$ cat src/rtl/mem_stage_pkg.sv
// -----------------------------------------------------------------------------
// mem_stage_pkg
// Shared definitions for the MEM stage of the 5-stage MIPS pipeline:
//   - bus widths of the EXE->MEM and MEM->WB pipeline buses
//   - field offsets inside both buses
//   - result selection helper (load data vs. ALU result)
// No ports (package).
// -----------------------------------------------------------------------------
package mem_stage_pkg;

   localparam int ES_TO_MS_BUS_WD = 76;
   localparam int MS_TO_WS_BUS_WD = 75;

   // EXE->MEM bus field positions
   localparam int ES_EXCODE_MSB   = 75;
   localparam int ES_EXCODE_LSB   = 71;
   localparam int ES_RES_MEM_BIT  = 70;
   localparam int ES_GR_WE_BIT    = 69;
   localparam int ES_DEST_MSB     = 68;
   localparam int ES_DEST_LSB     = 64;
   localparam int ES_ALU_MSB      = 63;
   localparam int ES_ALU_LSB      = 32;
   localparam int ES_PC_MSB       = 31;
   localparam int ES_PC_LSB       = 0;

   // MEM->WB bus field positions
   localparam int WS_EXCODE_MSB   = 74;
   localparam int WS_EXCODE_LSB   = 70;
   localparam int WS_GR_WE_BIT    = 69;
   localparam int WS_DEST_MSB     = 68;
   localparam int WS_DEST_LSB     = 64;
   localparam int WS_RESULT_MSB   = 63;
   localparam int WS_RESULT_LSB   = 32;
   localparam int WS_PC_MSB       = 31;
   localparam int WS_PC_LSB       = 0;

   // Loads return memory data, everything else forwards the ALU result.
   function automatic logic [31:0] pick_result(input logic        res_from_mem,
                                               input logic [31:0] load_data,
                                               input logic [31:0] alu_result);
      return res_from_mem ? load_data : alu_result;
   endfunction

endpackage

$ cat src/rtl/ms_rdata_hold.sv
// -----------------------------------------------------------------------------
// ms_rdata_hold
// Keeps SRAM read data alive while the consumer stalls. The SRAM returns data
// only in the cycle after the address was issued, so if the downstream stage
// cannot accept the entry in that first cycle the data is parked in a buffer
// and served from there until the entry leaves.
// Ports:
//   clk, reset    clock, synchronous active-high reset
//   flush         kills the held entry (clears flag and buffer)
//   capture       a new entry is being latched this cycle
//   entry_valid   the owning stage holds a valid entry
//   ws_allowin    downstream can accept this cycle
//   leave         the entry transfers downstream this cycle
//   rdata         raw SRAM read data
//   load_data     stable read data for the current entry
// -----------------------------------------------------------------------------
module ms_rdata_hold (
   input  logic        clk,
   input  logic        reset,
   input  logic        flush,
   input  logic        capture,
   input  logic        entry_valid,
   input  logic        ws_allowin,
   input  logic        leave,
   input  logic [31:0] rdata,
   output logic [31:0] load_data
);

   logic        first_cycle;
   logic        buf_valid;
   logic [31:0] rdata_buf;
   logic        hold_now;

   // The only cycle where SRAM data belongs to this entry is the first one;
   // park it if the entry cannot leave right then.
   assign hold_now = first_cycle && entry_valid && !ws_allowin;

   always_ff @(posedge clk) begin
      if (reset || flush) begin
         first_cycle <= 1'b0;
      end else begin
         first_cycle <= capture;
      end
   end

   // hold_now needs !ws_allowin while leave needs ws_allowin, so they are
   // mutually exclusive; a leave+enter cycle therefore clears the buffer.
   always_ff @(posedge clk) begin
      if (reset || flush || leave) begin
         buf_valid <= 1'b0;
      end else if (hold_now) begin
         buf_valid <= 1'b1;
      end
   end

   always_ff @(posedge clk) begin
      if (hold_now) begin
         rdata_buf <= rdata;
      end
   end

   assign load_data = buf_valid ? rdata_buf : rdata;

endmodule

$ cat src/rtl/mem_stage.sv
// -----------------------------------------------------------------------------
// mem_stage
// Memory-access stage of the 5-stage MIPS pipeline. Latches the EXE bundle,
// picks the final result (load data for loads, ALU result otherwise), hands it
// to WB with a valid/allowin handshake and exposes bypass info to decode.
// SRAM read data is held across WB back-pressure by ms_rdata_hold.
// Optional feature macro: MS_PERF_CNT_EN adds load/stall performance counters.
// Ports:
//   clk, reset          clock, synchronous active-high reset
//   flush               exception flush, kills the in-flight entry
//   ws_allowin          WB can accept this cycle
//   ms_allowin          MEM can accept this cycle
//   es_to_ms_valid/bus  EXE->MEM bundle
//   data_sram_rdata     SRAM read data (valid the cycle after address issue)
//   ms_to_ws_valid/bus  MEM->WB bundle
//   ms_dest             bypass destination (0 if invalid or no write)
//   ms_to_ds_result     bypass value
//   perf_load_cnt       (MS_PERF_CNT_EN) loads transferred to WB
//   perf_stall_cnt      (MS_PERF_CNT_EN) cycles stalled by WB
// -----------------------------------------------------------------------------
module mem_stage
   import mem_stage_pkg::*;
#(
   parameter int ES_BUS_WD = ES_TO_MS_BUS_WD,
   parameter int WS_BUS_WD = MS_TO_WS_BUS_WD
) (
   input  logic                 clk,
   input  logic                 reset,
   input  logic                 flush,
   input  logic                 ws_allowin,
   output logic                 ms_allowin,
   input  logic                 es_to_ms_valid,
   input  logic [ES_BUS_WD-1:0] es_to_ms_bus,
   input  logic [31:0]          data_sram_rdata,
   output logic                 ms_to_ws_valid,
   output logic [WS_BUS_WD-1:0] ms_to_ws_bus,
   output logic [4:0]           ms_dest,
   output logic [31:0]          ms_to_ds_result
`ifdef MS_PERF_CNT_EN
   ,
   output logic [31:0]          perf_load_cnt,
   output logic [31:0]          perf_stall_cnt
`endif
);

   logic                 ms_valid;
   logic                 ms_ready_go;
   logic [ES_BUS_WD-1:0] es_bus_r;
   logic                 capture;
   logic                 leave;

   logic [4:0]           ms_excode;
   logic                 ms_res_from_mem;
   logic                 ms_gr_we;
   logic [4:0]           ms_dest_field;
   logic [31:0]          ms_alu_result;
   logic [31:0]          ms_pc;
   logic [31:0]          load_data;
   logic [31:0]          final_result;

   assign ms_ready_go    = 1'b1;
   assign ms_allowin     = !ms_valid || (ms_ready_go && ws_allowin);
   assign ms_to_ws_valid = ms_valid && ms_ready_go;
   assign capture        = es_to_ms_valid && ms_allowin;
   assign leave          = ms_to_ws_valid && ws_allowin;

   // ---- EXE -> MEM boundary ----
   always_ff @(posedge clk) begin
      if (reset || flush) begin
         ms_valid <= 1'b0;
      end else if (ms_allowin) begin
         ms_valid <= es_to_ms_valid;
      end
   end

   // A flushed capture still loads the register; ms_valid=0 masks it.
   always_ff @(posedge clk) begin
      if (capture) begin
         es_bus_r <= es_to_ms_bus;
      end
   end

   assign ms_excode       = es_bus_r[ES_EXCODE_MSB:ES_EXCODE_LSB];
   assign ms_res_from_mem = es_bus_r[ES_RES_MEM_BIT];
   assign ms_gr_we        = es_bus_r[ES_GR_WE_BIT];
   assign ms_dest_field   = es_bus_r[ES_DEST_MSB:ES_DEST_LSB];
   assign ms_alu_result   = es_bus_r[ES_ALU_MSB:ES_ALU_LSB];
   assign ms_pc           = es_bus_r[ES_PC_MSB:ES_PC_LSB];

   ms_rdata_hold u_rdata_hold (
      .clk         (clk),
      .reset       (reset),
      .flush       (flush),
      .capture     (capture),
      .entry_valid (ms_valid),
      .ws_allowin  (ws_allowin),
      .leave       (leave),
      .rdata       (data_sram_rdata),
      .load_data   (load_data)
   );

   assign final_result = pick_result(ms_res_from_mem, load_data, ms_alu_result);

   // ---- MEM -> WB boundary ----
   assign ms_to_ws_bus    = {ms_excode, ms_gr_we, ms_dest_field, final_result, ms_pc};
   assign ms_dest         = (ms_valid && ms_gr_we) ? ms_dest_field : 5'd0;
   assign ms_to_ds_result = final_result;

`ifdef MS_PERF_CNT_EN
   // Counters ignore flush: they measure pipeline activity, not retirement.
   always_ff @(posedge clk) begin
      if (reset) begin
         perf_load_cnt  <= 32'd0;
         perf_stall_cnt <= 32'd0;
      end else begin
         if (leave && ms_res_from_mem) begin
            perf_load_cnt <= perf_load_cnt + 32'd1;
         end
         if (ms_valid && !ws_allowin) begin
            perf_stall_cnt <= perf_stall_cnt + 32'd1;
         end
      end
   end
`endif

endmodule
$ cat config.mk
export PLATFORM = sky130hd
export DESIGN_NAME = mem_stage
export DESIGN_NICKNAME = d
export VERILOG_FILES = /design/src/rtl/mem_stage_pkg.sv /design/src/rtl/ms_rdata_hold.sv /design/src/rtl/mem_stage.sv
export SDC_FILE = /design/constraint.sdc
export NUM_CORES = 1
export LEC_CHECK = 0
export BUFFER_PORTS_ARGS = -buffer_cell sky130_fd_sc_hd__buf_2
export CORE_MARGIN = 4
export CORE_UTILIZATION = 46
export CTS_CLUSTER_DIAMETER = 60
export CTS_CLUSTER_SIZE = 16
export DETAILED_ROUTE_END_ITERATION = 8
export HOLD_SLACK_MARGIN = 0.06
export PLACE_DENSITY = 0.87
export SLEW_MARGIN = 20
export SYNTH_ARGS = -nofsm -noshare
export SYNTH_HDL_FRONTEND = slang
export SYNTH_SLANG_ARGS = --single-unit
$ cat constraint.sdc
create_clock -name clk -period 4.1 [get_ports clk]
set_input_delay 0.82 -clock clk [delete_from_list [all_inputs] [get_ports clk]]
set_output_delay 0.82 -clock clk [all_outputs]
set_load 0.01 [all_outputs]
Word level (Yosys, flattened, before mapping)
Index checks and enable logic that the tools add are counted.
- register bits after elaboration: 111
- bits of input ports: 113
- output and inout port bits: 114
- logic and storage cells: 18
- mux-type cells: 3
- reduce and logical (&&, ||, !) cells: 10
- operators by type and width (operator ; number):
    $mux W32 ; 2
    $logic_and A1 B1 Y1 ; 5
    $mux W5 ; 1
    $logic_or A1 B1 Y1 ; 3
    $logic_not A1 Y1 ; 2

Logic depth before layout (Yosys ltp)
Gate-level depths: netlist of run 1.
- word-level depth: 3
- gate-level depth with buffers: 5
- gate-level depth less buffers: 2

Hierarchy
A second synthesis of run 1 with hierarchy kept.
- cells, all modules: 273
- area total of the unflattened synthesis: 5053.6 sq um
- by module, submodules not included (module ; instances ; cells each ; area an instance (sq um)):
    mem_stage ; 1 ; 198 ; 3470.8
    ms_rdata_hold ; 1 ; 75 ; 1582.8

Worst setup path after synthesis of run 1
No wires, ideal clock.
- path type: input to register
- start point: input port ws_allowin
- end point: register es_bus_r[0], enable pin
- library setup time: 443 ps
- arrival: 2788 ps
- data required time: 3657 ps
- path slack: 869 ps
- stages on the path: 2
- buffers on the path: 0
- cells stage by stage: nand2b_2 > and2_1
- longest elaborated chain between the ends: 2
- RTL lines (item ; RTL line ; text):
    from (decl) ; mem_stage.sv:30 ; input logic ws_allowin,
    $logic_or A1 B1 Y1 ; mem_stage.sv:62 ; assign ms_allowin = !ms_valid || (ms_ready_go && ws_allowin);
    $logic_and A1 B1 Y1 ; mem_stage.sv:64 ; assign capture = es_to_ms_valid && ms_allowin;
    via capture ; mem_stage.sv:49 ; logic capture;
    to (signal assigned) ; mem_stage.sv:79 ; es_bus_r <= es_to_ms_bus;
    to (decl) ; mem_stage.sv:48 ; logic [ES_BUS_WD-1:0] es_bus_r;
The timed path passes the listed nets, and every way through them passes these cells.
A chain may end at the register's enable or synchronous reset.

Final worst setup path of run 1
- start point: register u_rdata_hold.buf_valid
- end point: output port ms_to_ws_bus[53]
- longest elaborated chain between the ends: 2
- RTL lines (item ; RTL line ; text):
    from (decl) ; ms_rdata_hold.sv:30 ; logic buf_valid;
    from (signal assigned) ; ms_rdata_hold.sv:50 ; buf_valid <= 1'b0;
    from (signal assigned) ; ms_rdata_hold.sv:52 ; buf_valid <= 1'b1;
    $mux W32 ; ms_rdata_hold.sv:62 ; assign load_data = buf_valid ? rdata_buf : rdata;
    $mux W32 ; mem_stage_pkg.sv:41 ; return res_from_mem ? load_data : alu_result;
    to (decl) ; mem_stage.sv:36 ; output logic [WS_BUS_WD-1:0] ms_to_ws_bus,
Every way passes these cells.

==> results_dict.tcl, run 1 <==
set metrics [dict create \
    antenna_cells_inserted 0 \
    critPathArrivalTime_ps 2100 \
    tritoncts "done" \
    critical_path_class "reg -> out" \
    clock_tree.buffer_depth 2 \
    gp_congestion 0.705 \
    cell_count_after_placement 581 \
    initial_core_util_pct 47.5 \
    fp.dieH_um 109 \
    fp-row-count 36 \
    timing.critical_path.fanout_max 33 \
    critPathLaunchType "flip-flop" \
    finish.cell_count_without_fillers 597 \
    leakage_nw 2.25 \
    parity_gate_share_of_the_synthesized_area_counting_xor_and_xnor_cells_pct 0 \
    largest_family_of_logic_cells_by_synthesized_area "buffers and inverters" \
    final.setup_skew_ps 14.1 \
    antenna_left 0 \
    synth_largest_type_area_fraction_pct 69.5 \
    postCtsSetupRepairBufs 0 \
    layout.area.seq_mm2 0.00330 \
    netlist.top_cell.by_area "edfxtp_1" \
    synth_area_mm2 0.00467 \
    dp_hpwl_um 7720 \
    core-area_mm2 0.00982 \
    outcome "completed" \
    worst_ir_drop_vdd_mv 0.246 \
    synth.area.top_cells "edfxtp_1, buf_4, mux2i_1" \
    power.density_mw_per_mm2 405 \
    synth_compound_gate_area_share_pct 4.02 \
    layout.cells.most_common "buf_2" \
    multiInputGateArea_um2 697 \
    clock_latency_ps 360 \
    timing_max_transition_violations_final 0 \
    totalNegativeSetupSlack_ps 0 \
    fp.dieArea_mm2 0.0118 \
    most-common-layout-cells "buf_2, edfxtp_1, a21oi_1" \
    rsz0062_at_grt "false" \
    final_net_count 572 \
    postSynthAreaPerCell_um2 15.2 \
    track_usage_pct 17.0 \
    synth_cells 307 \
    min-delay-path-class "reg -> reg" \
    period_share_pct 71.1 \
    relative_slew_margins_pct 32.4 \
    synth.yosys.warnings 0 \
    crit_required_ps 3280 \
    setup-violations-final 0 \
    layout-drive-gt1-share_pct 53.2 \
    filler_cell_count 805 \
    antenna_violations_before_repair 0 \
    grt_first_pass_wirelength_um 14800 \
    inserted_clock_buffers 9 \
    cts-hold-fix-buffers 0 \
    clock_tree.root_cell "clkbuf_8" \
    critPathCaptureType "output port" \
    synth-seq-cells 111 \
    max_clock_freq_mhz 343 \
    maxCapViolations 0 \
    cts_resized 0 \
    yosys-mux-area-fraction_pct 6.86 \
    initial_drt_pass_iterations 4 \
    number_of_global_route_vias_before_repair 2893 \
    clkSinkCount 111 \
    mappedNetlistNets 420 \
    pin_count 227 \
    total_number_of_vias 2813 \
    place.port_buffers 226 \
    grt_start_max_net_pins 77 \
    max_slew.worst_pin.slew_ps 1010 \
    time_the_worst_path_needs_with_i_o_delays_and_setup_ps 2920 \
    vias_per_cell 4.71 \
    areaGrowthSynthToFinish_pct 18.3 \
    yosys.area_share.adder_pct 0 \
    finalWirelength_um 10300 \
    drt_first_iter_violations 136 \
    synth_sequential_area_ratio_pct 70.8 \
    cts_max_level 3 \
    grt_overflow_total 0 \
    cts.reportedPaths.clkPinSlew_ps 110 \
    die_width_um 109 \
    synth_cell_types 16 \
    detail_route.wl_per_cell_um 17.2 \
    drc_errors 0 \
    synth_simple_gate_area_share_pct 3.83 \
    final_hold_violating_endpoints 0 \
]
==> area by class of cell <==
cell class	count	area share, %
sequential	111	59.9
timing repair buffer	227	20.6
multi-input combinational	108	12.6
tap	133	3.02
clock buffer	10	2.31
clock inverter	6	1.41
inverter	2	0.136
==> metal layers <==
layer / up-vias / global-route usage (%) / part of all wire, % / wire [µm]
met3: 23 / 6.57 / 10 / 1050
li1: 1337 / - / - / -
met4: 0 / 8.48 / 3.2 / 329
met2: 158 / 31.2 / 54 / 5530
met1: 1295 / 16.4 / 33 / 3350
met5: - / 0 / 0 / 0
==> metrics by stage <==
step,worst slack (ps),hold slack (ps),instance area (µm²),util (%),total power [W]
2_1_floorplan,869,542,4670,-,0.00151
3_3_place_gp,1570,542,5310,54.1,0.00158
3_5_place_dp,1530,566,5310,54.1,0.00160
4_1_cts,1110,582,5520,56.2,0.00226
5_1_grt,1040,587,5520,56.2,0.00233
6_report,1180,582,5520,56.2,0.00224
==> flip-flops by register name (all words and copies together) (netlist names) <==
signal,flops
u_rdata_hold.buf_valid,1
es_bus_r,76
u_rdata_hold.first_cycle,1
u_rdata_hold.rdata_buf,32
ms_to_ws_valid,1
==> Yosys cell counts <==
master and count:
edfxtp_1 108, buf_4 75, a21oi_1 33, nor2_1 33
mux2i_1 32, buf_2 7, and3_1 5, buf_12 3
dfxtp_1 3, inv_1 2, a2111oi_2 1, a211oi_1 1
and2_1 1, buf_6 1, nand2b_2 1, nor4b_1 1
==> cells by family (layout without fill, tap and decap cells) <==
family	count (synthesis)	count (layout)
AO/OA/AOI/OAI	35	35
buffers and inverters	88	245
multiplexers	32	32
AND/OR/NAND/NOR	41	41
flip-flops	111	111
==> path summary, 6_finish.rpt <==
check | from | endpoint | slack [ps] | cells after the start
min | u_rdata_hold.first_cycle | u_rdata_hold.buf_valid | 580 | 2
max reg2reg | ms_to_ws_valid | es_bus_r[33] | 2270 | 2
min reg2reg | u_rdata_hold.first_cycle | u_rdata_hold.buf_valid | 580 | 2
max | u_rdata_hold.buf_valid | ms_to_ws_bus[53] | 1180 | 3
==> power breakdown <==
part / switching [W] / total [W] / internal (W)
logic: 0.000144 / 0.000251 / 0.000107
clock network: 0.000376 / 0.000670 / 0.000294
registers: 0.0000152 / 0.00131 / 0.00130
total: 0.000535 / 0.00224 / 0.00170
==> critical path, cell delays in order (launching register included) <==
cell     delay [ps]
dfxtp_2        1010
mux2i_1         250
a21oi_1         280
buf_2           180
Power figures use the tool's default switching activity.
==> run 2, diff against run 1 <==
- ABC_AREA: default -> 1
- CORE_UTILIZATION: 46 -> 43
- PLACE_DENSITY: 0.87 -> 0.84
- clock period: 4.1 -> 2.4 ns (I/O delays scaled with it)
==> run 2 against run 1 <==
Setup slack worse by 750 ps; first-iteration DRC count is 55% higher; sequential power is 71% higher; clock-buffer cell count is 1 lower; non-clock buffer count is 9 higher; die area is 14% higher; clock power is 110% higher; hold slack worse by 280 ps; clock skew is 10 ps lower; sequential share of layout area is 5.1 points lower.
==> results_dict.tcl, run 2 <==
set metrics [dict create \
    asr_flop_ratio_synth_pct 0 \
    cell_count_after_placement 741 \
    crit_required_ps 1920 \
    edff_count_synth 108 \
    grt_overflow_total 0 \
    gp_congestion 0.762 \
    final.setup.worst_slack_ps 435 \
    initial_drt_pass_iterations 4 \
    pre_cts_ws_ps 756 \
    detail_route.wl_per_cell_um 14.3 \
    timing_max_transition_violations_final 0 \
    grt_first_pass_wirelength_um 16300 \
    critPathArrivalTime_ps 1490 \
    synth-seq-cells 111 \
    period_share_pct 81.9 \
    dp_hpwl_um 8240 \
    finish.cell_count_without_fillers 757 \
    rrSetupSlack_ps 980 \
    synth_cell_types 14 \
    netSwitchingFraction_pct 23.9 \
    critPathLaunchType "flip-flop" \
    postCtsSetupRepairBufs 0 \
    timing.critical_path.fanout_max 16 \
    share_seq_of_total_power_pct 54.3 \
    mappedNetlistNets 564 \
    fp.dieArea_mm2 0.0135 \
    total_number_of_vias 3322 \
    clkSinkCount 111 \
    time_the_worst_path_needs_with_i_o_delays_and_setup_ps 1970 \
    layout-drive-gt1-share_pct 44.6 \
    die_width_um 116 \
    critical_path.top_delay_family "flip-flops" \
    primary_ff_master_synth "edfxtp_1" \
    min-delay-path-class "in -> reg" \
    timing.critical_path.slowest_cell_delay_ps 500 \
    critical_path_class "reg -> out" \
    antenna_cells_inserted 0 \
    cpMaxStageDelayCell "edfxtp_1" \
    synth_largest_type_area_fraction_pct 64.6 \
    crit_buf_inv 3 \
    cts-hold-fix-buffers 0 \
    core-area_mm2 0.0114 \
    maxCapViolations 0 \
    final_hold_violating_endpoints 0 \
    layout.cells.most_common "buf_2" \
    layout_top_registers "es_bus_r (76), u_rdata_hold.rdata_buf (32)" \
    track_usage_pct 16.0 \
    power_switching_w 0.000986 \
    max_clock_freq_mhz 509 \
    drc_errors 0 \
    final_net_count 722 \
    drt_first_iter_violations 211 \
    place.port_buffers 226 \
    worstHoldStart "es_to_ms_bus[67]" \
    clock_network_power_share_pct 34.6 \
    rsz0062_at_grt "false" \
    antenna_left 0 \
    cts_max_level 3 \
    largest_register_ff_count 76 \
    inserted_clock_buffers 9 \
    synth_area_mm2 0.00502 \
    synth_cells 451 \
    clock_tree.buffer_depth 2 \
    tritoncts "done" \
    netlist.top_cell.by_area "edfxtp_1" \
    synth_commonest_cells "nand2_1, edfxtp_1, buf_4, inv_1, nand3_1" \
    clock_latency_ps 340 \
    critical_path.cell_chain "inv_2 -> buf_4 -> nand2_1 -> nand2_1 -> buf_2" \
    critPathCaptureType "output port" \
    synth.yosys.warnings 0 \
    largest-register "es_bus_r" \
    p_total_w 0.00413 \
    most-common-layout-cells "buf_2, nand2_1, edfxtp_1" \
    totalNegativeSetupSlack_ps 0 \
    worstReg2RegStart "ms_to_ws_valid" \
    areaGrowthSynthToFinish_pct 20.1 \
    leakage_nw 2.99 \
    relative_slew_margins_pct 72.6 \
    fp.dieH_um 116 \
    number_of_global_route_vias_before_repair 3287 \
    outcome "completed" \
    postSynthAreaPerCell_um2 11.1 \
    antenna_violations_before_repair 0 \
    clock_tree.root_cell "clkbuf_16" \
    hold_slack_ps 306 \
    synth_sequential_area_ratio_pct 65.8 \
    final.setup_skew_ps 3.97 \
    power.density_mw_per_mm2 685 \
    fp-row-count 39 \
    pin_count 227 \
    grt_start_max_net_pins 76 \
    comb_power_share_pct 11.1 \
    worst_ir_drop_vdd_mv 0.427 \
    synth.area.top_cells "edfxtp_1, buf_4, nand2_1" \
    max_slew.worst_pin.slew_ps 411 \
    cp_common_cell "nand2_1" \
    internal-power_w 0.00315 \
    cts.reportedPaths.clkPinSlew_ps 70 \
    worstSetupStartpoint "es_bus_r[70]" \
    setup-violations-final 0 \
    cts_resized 0 \
    synthMostInstantiatedCell "nand2_1" \
    finalWirelength_um 10900 \
    initial_core_util_pct 44.0 \
    vias_per_cell 4.39 \
]
## run 2: cell count changes after synthesis, moves of 3 or more
cell | previous run | this run
nand2_2 | 0 | 19
and3_1 | 5 | 0
a21oi_1 | 33 | 2
nor2_1 | 33 | 7
inv_1 | 2 | 74
buf_12 | 3 | 0
nand3_1 | 0 | 33
nand2_1 | 0 | 114
mux2i_1 | 32 | 0
buf_4 | 75 | 78
## run 2: final timing paths
check / endpoint / cells after the start
setup reg to reg: es_bus_r[46] / 4
setup / recovery: ms_to_ws_bus[53] / 5
hold reg to reg: u_rdata_hold.buf_valid / 2
hold / removal: es_bus_r[67] / 1
## run 2: area by class of cell
type | instances | area, µm²
inverters | 76 | 294
clock inverters | 7 | 63.8
clock buffers | 9 | 225
fillers | 1015 | 5390
multi-input cells | 175 | 748
flip-flops and latches | 111 | 3300
well taps | 143 | 179
repair buffers | 236 | 1220
## run 2: per-layer routing
layer / vias to the layer above / wire length (µm) / track usage [%]
met4: 0 / 136 / 5.18
met2: 152 / 5500 / 27.2
met3: 11 / 1090 / 5.80
met1: 1501 / 4130 / 19.0
met5: - / 0 / 0
li1: 1658 / - / -
## run 2: cell families (layout without fill, tap and decap cells)
| group | count (synthesis) | after routing | share of synthesized area (%) |
|---|---|---|---|
| compound gates | 2 | 2 | 0.199 |
| buf+inv | 165 | 328 | 19.3 |
| flops | 111 | 111 | 65.8 |
| simple gates | 173 | 173 | 14.7 |
## run 2: power groups by stage
| stage | Combinational (W) | Sequential [W] | Clock [W] |
|---|---|---|---|
| global route | 0.000511 | 0.00225 | 0.00156 |
| CTS | 0.000467 | 0.00224 | 0.00147 |
| floorplan | 0.000319 | 0.00228 | 0 |
| global placement | 0.000455 | 0.00228 | 0 |
| finish | 0.000459 | 0.00224 | 0.00143 |
| detailed placement | 0.000466 | 0.00229 | 0 |
## run 2: worst register-to-register path, cell delays in order (launching register included)
cell        delay, ps
dfxtp_1           360
nand2_1           120
nand2_1           110
clkinvlp_4        110
buf_12            330
## run 2: through the flow
stage,cell area (µm²),utilization (%)
floorplan,5020,-
global placement,5740,50.3
detailed placement,5740,50.3
CTS,6030,52.8
global route,6030,52.8
finish,6030,52.8
==> run 3, diff against run 2 <==
- clock period: 2.4 -> 1.75 ns (I/O delays scaled with it)
==> run 3 against run 2 <==
Critical path type unchanged; largest cell class unchanged; clock power grew 52%; design area grew 8.1%; sequential share of layout area shrank 4.0 points; critical endpoint is now ms_to_ds_result[3]; setup slack lost 470 ps; largest power group unchanged; wire length grew 8.3%; critical path depth is the same; via count grew 3.9%; the run now ends with setup timing left.
==> results_dict.tcl, run 3 (same netlist as run 2, synthesis figures left out) <==
set metrics [dict create \
    dp_area_mm2 0.00581 \
    relative_slew_margins_pct 77.0 \
    critical_path.cell_chain "buf_4 -> clkbuf_16 -> nand3_1 -> nand2_1 -> buf_2" \
    cpMaxStageDelayCell "edfxtp_1" \
    critPathLaunchType "flip-flop" \
    rr_endpoint "es_bus_r[42]" \
    initial_core_util_pct 44.0 \
    critPathArrivalTime_ps 1430 \
    r2r.worst_path.cells 4 \
    grt_overflow_total 0 \
    worstReg2RegStart "ms_to_ws_valid" \
    outcome "finished, violations left" \
    final.setup.worst_slack_ps -32.2 \
    post-route-cell-area_mm2 0.00652 \
    total_number_of_vias 3450 \
    vias_per_cell 4.52 \
    rsz0062_at_grt "true" \
    critPathCaptureType "output port" \
    inserted_clock_buffers 9 \
    setup-violations-final 33 \
    multiInputGateArea_um2 848 \
    fp.dieArea_mm2 0.0135 \
    number_of_global_route_vias_before_repair 3399 \
    gp_congestion 0.764 \
    final.setup_skew_ps 5.50 \
    period_share_pct 102 \
    initial_drt_pass_iterations 4 \
    critical_path.top_delay_family "buffers and inverters" \
    crit_buf_inv 3 \
    dp_hpwl_um 8050 \
    antenna_left 0 \
    pin_count 227 \
    clock_latency_ps 340 \
    drc_errors 0 \
    tritoncts "done" \
    crit_required_ps 1400 \
    areaGrowthSynthToFinish_pct 29.9 \
    maxCapViolations 0 \
    timing_max_transition_violations_final 0 \
    power.density_mw_per_mm2 923 \
    finalWirelength_um 11800 \
    layout-drive-gt1-share_pct 51.0 \
    fp.dieH_um 116 \
    cts_max_level 3 \
    pre_cts_ws_ps 293 \
    hold_slack_ps 181 \
    cts-hold-fix-buffers 0 \
    most-common-layout-cells "buf_2, edfxtp_1, nand2_1" \
    clock_tree.buffer_depth 2 \
    max_clock_freq_mhz 561 \
    final_hold_violating_endpoints 0 \
    layout.area.seq_mm2 0.00331 \
    grt_first_pass_wirelength_um 16600 \
    violated_checks "setup timing" \
    largest_register_ff_count 76 \
    hold-path-endpoint "es_bus_r[4]" \
    drt_first_iter_violations 191 \
    largest-register "es_bus_r" \
    core-area_mm2 0.0114 \
    track_usage_pct 16.6 \
    place.port_buffers 226 \
    min-delay-path-class "in -> reg" \
    timing.critical_path.slowest_cell_delay_ps 420 \
    filler_cell_count 967 \
    clock_tree.root_cell "clkbuf_16" \
    layout.cells.most_common "buf_2" \
    whs_path_depth 1 \
    rrSetupSlack_ps 480 \
    cts.reportedPaths.clkPinSlew_ps 70 \
    time_the_worst_path_needs_with_i_o_delays_and_setup_ps 1780 \
    antenna_violations_before_repair 0 \
    critical_path_class "reg -> out" \
    die_width_um 116 \
    leakage_nw 3.16 \
    clkSinkCount 111 \
    detail_route.wl_per_cell_um 15.4 \
    antenna_cells_inserted 0 \
    max_slew.worst_pin.slew_ps 344 \
    worst_ir_drop_vdd_mv 0.522 \
    layout_top_registers "es_bus_r (76), u_rdata_hold.rdata_buf (32)" \
    worstHoldStart "es_to_ms_bus[4]" \
    timing.critical_path.fanout_max 16 \
    grt_start_max_net_pins 53 \
    fp-row-count 39 \
    final_net_count 728 \
]
run 3: changes by cell type in the layout (fill, tap and decap cells not counted), sizes merged:
cell,before,now
clkbuf,9,13
inv,79,75
buf,236,239
clkinv,1,4
bufinv,0,2
clkinvlp,3,1
run 3: power breakdown:
part,internal (W),switching [W],total [W]
Combinational,0.000367,0.000404,0.000771
Clock,0.00127,0.000906,0.00217
Sequential,0.00304,0.0000328,0.00307
run 3: worst max-delay path by stage:
stage | startpoint | endpoint | slack (ps) | cells past startpoint
final | es_bus_r[70] | ms_to_ds_result[3] | -30 | 5
after global routing | es_bus_r[70] | ms_to_ws_bus[51] | -100 | 6
after CTS | es_bus_r[70] | ms_to_ds_result[20] | -30 | 5
after detailed placement | u_rdata_hold.buf_valid | ms_to_ds_result[9] | 290 | 6
after global placement | es_bus_r[70] | ms_to_ds_result[0] | 310 | 5
after floorplan | ms_to_ws_valid | es_bus_r[0] | -250 | 3
run 3: per-stage QoR:
| stage | cells | power (W) | TNS (ps) | util (%) |
|---|---|---|---|---|
| 2_1_floorplan | 451 | 0.00357 | -19360 | - |
| 3_3_place_gp | 740 | 0.00377 | 0 | 50.9 |
| 3_5_place_dp | 740 | 0.00379 | 0 | 50.9 |
| 4_1_cts | 760 | 0.00601 | -802 | 54.4 |
| 5_1_grt | 763 | 0.00629 | -4630 | 57.1 |
| 6_report | 763 | 0.00602 | -447 | 57.1 |
run 3: area by class of cell:
class,count,area share (%)
flip-flops and latches,111,50.8
repair buffers,242,23.9
multi-input cells,175,13.0
inverters,76,4.62
clock buffers,10,3.51
well taps,143,2.74
clock inverters,6,1.46
run 3: routing by layer:
metal / track usage (%) / up-vias / share of wire [%]
li1: - / 1675 / -
met1: 18.4 / 1571 / 36
met2: 28.6 / 184 / 50
met3: 6.32 / 20 / 11
met4: 6.81 / 0 / 2.5
met5: 0 / - / 0
run 3: what timing repair did:
action                     CTS  global route
setup endpoints to repair   62            64
buffers inserted             3             0
gates resized for setup      4            57
cloned                       1             3
hold endpoints to repair     0             0
pin swaps                    0            17
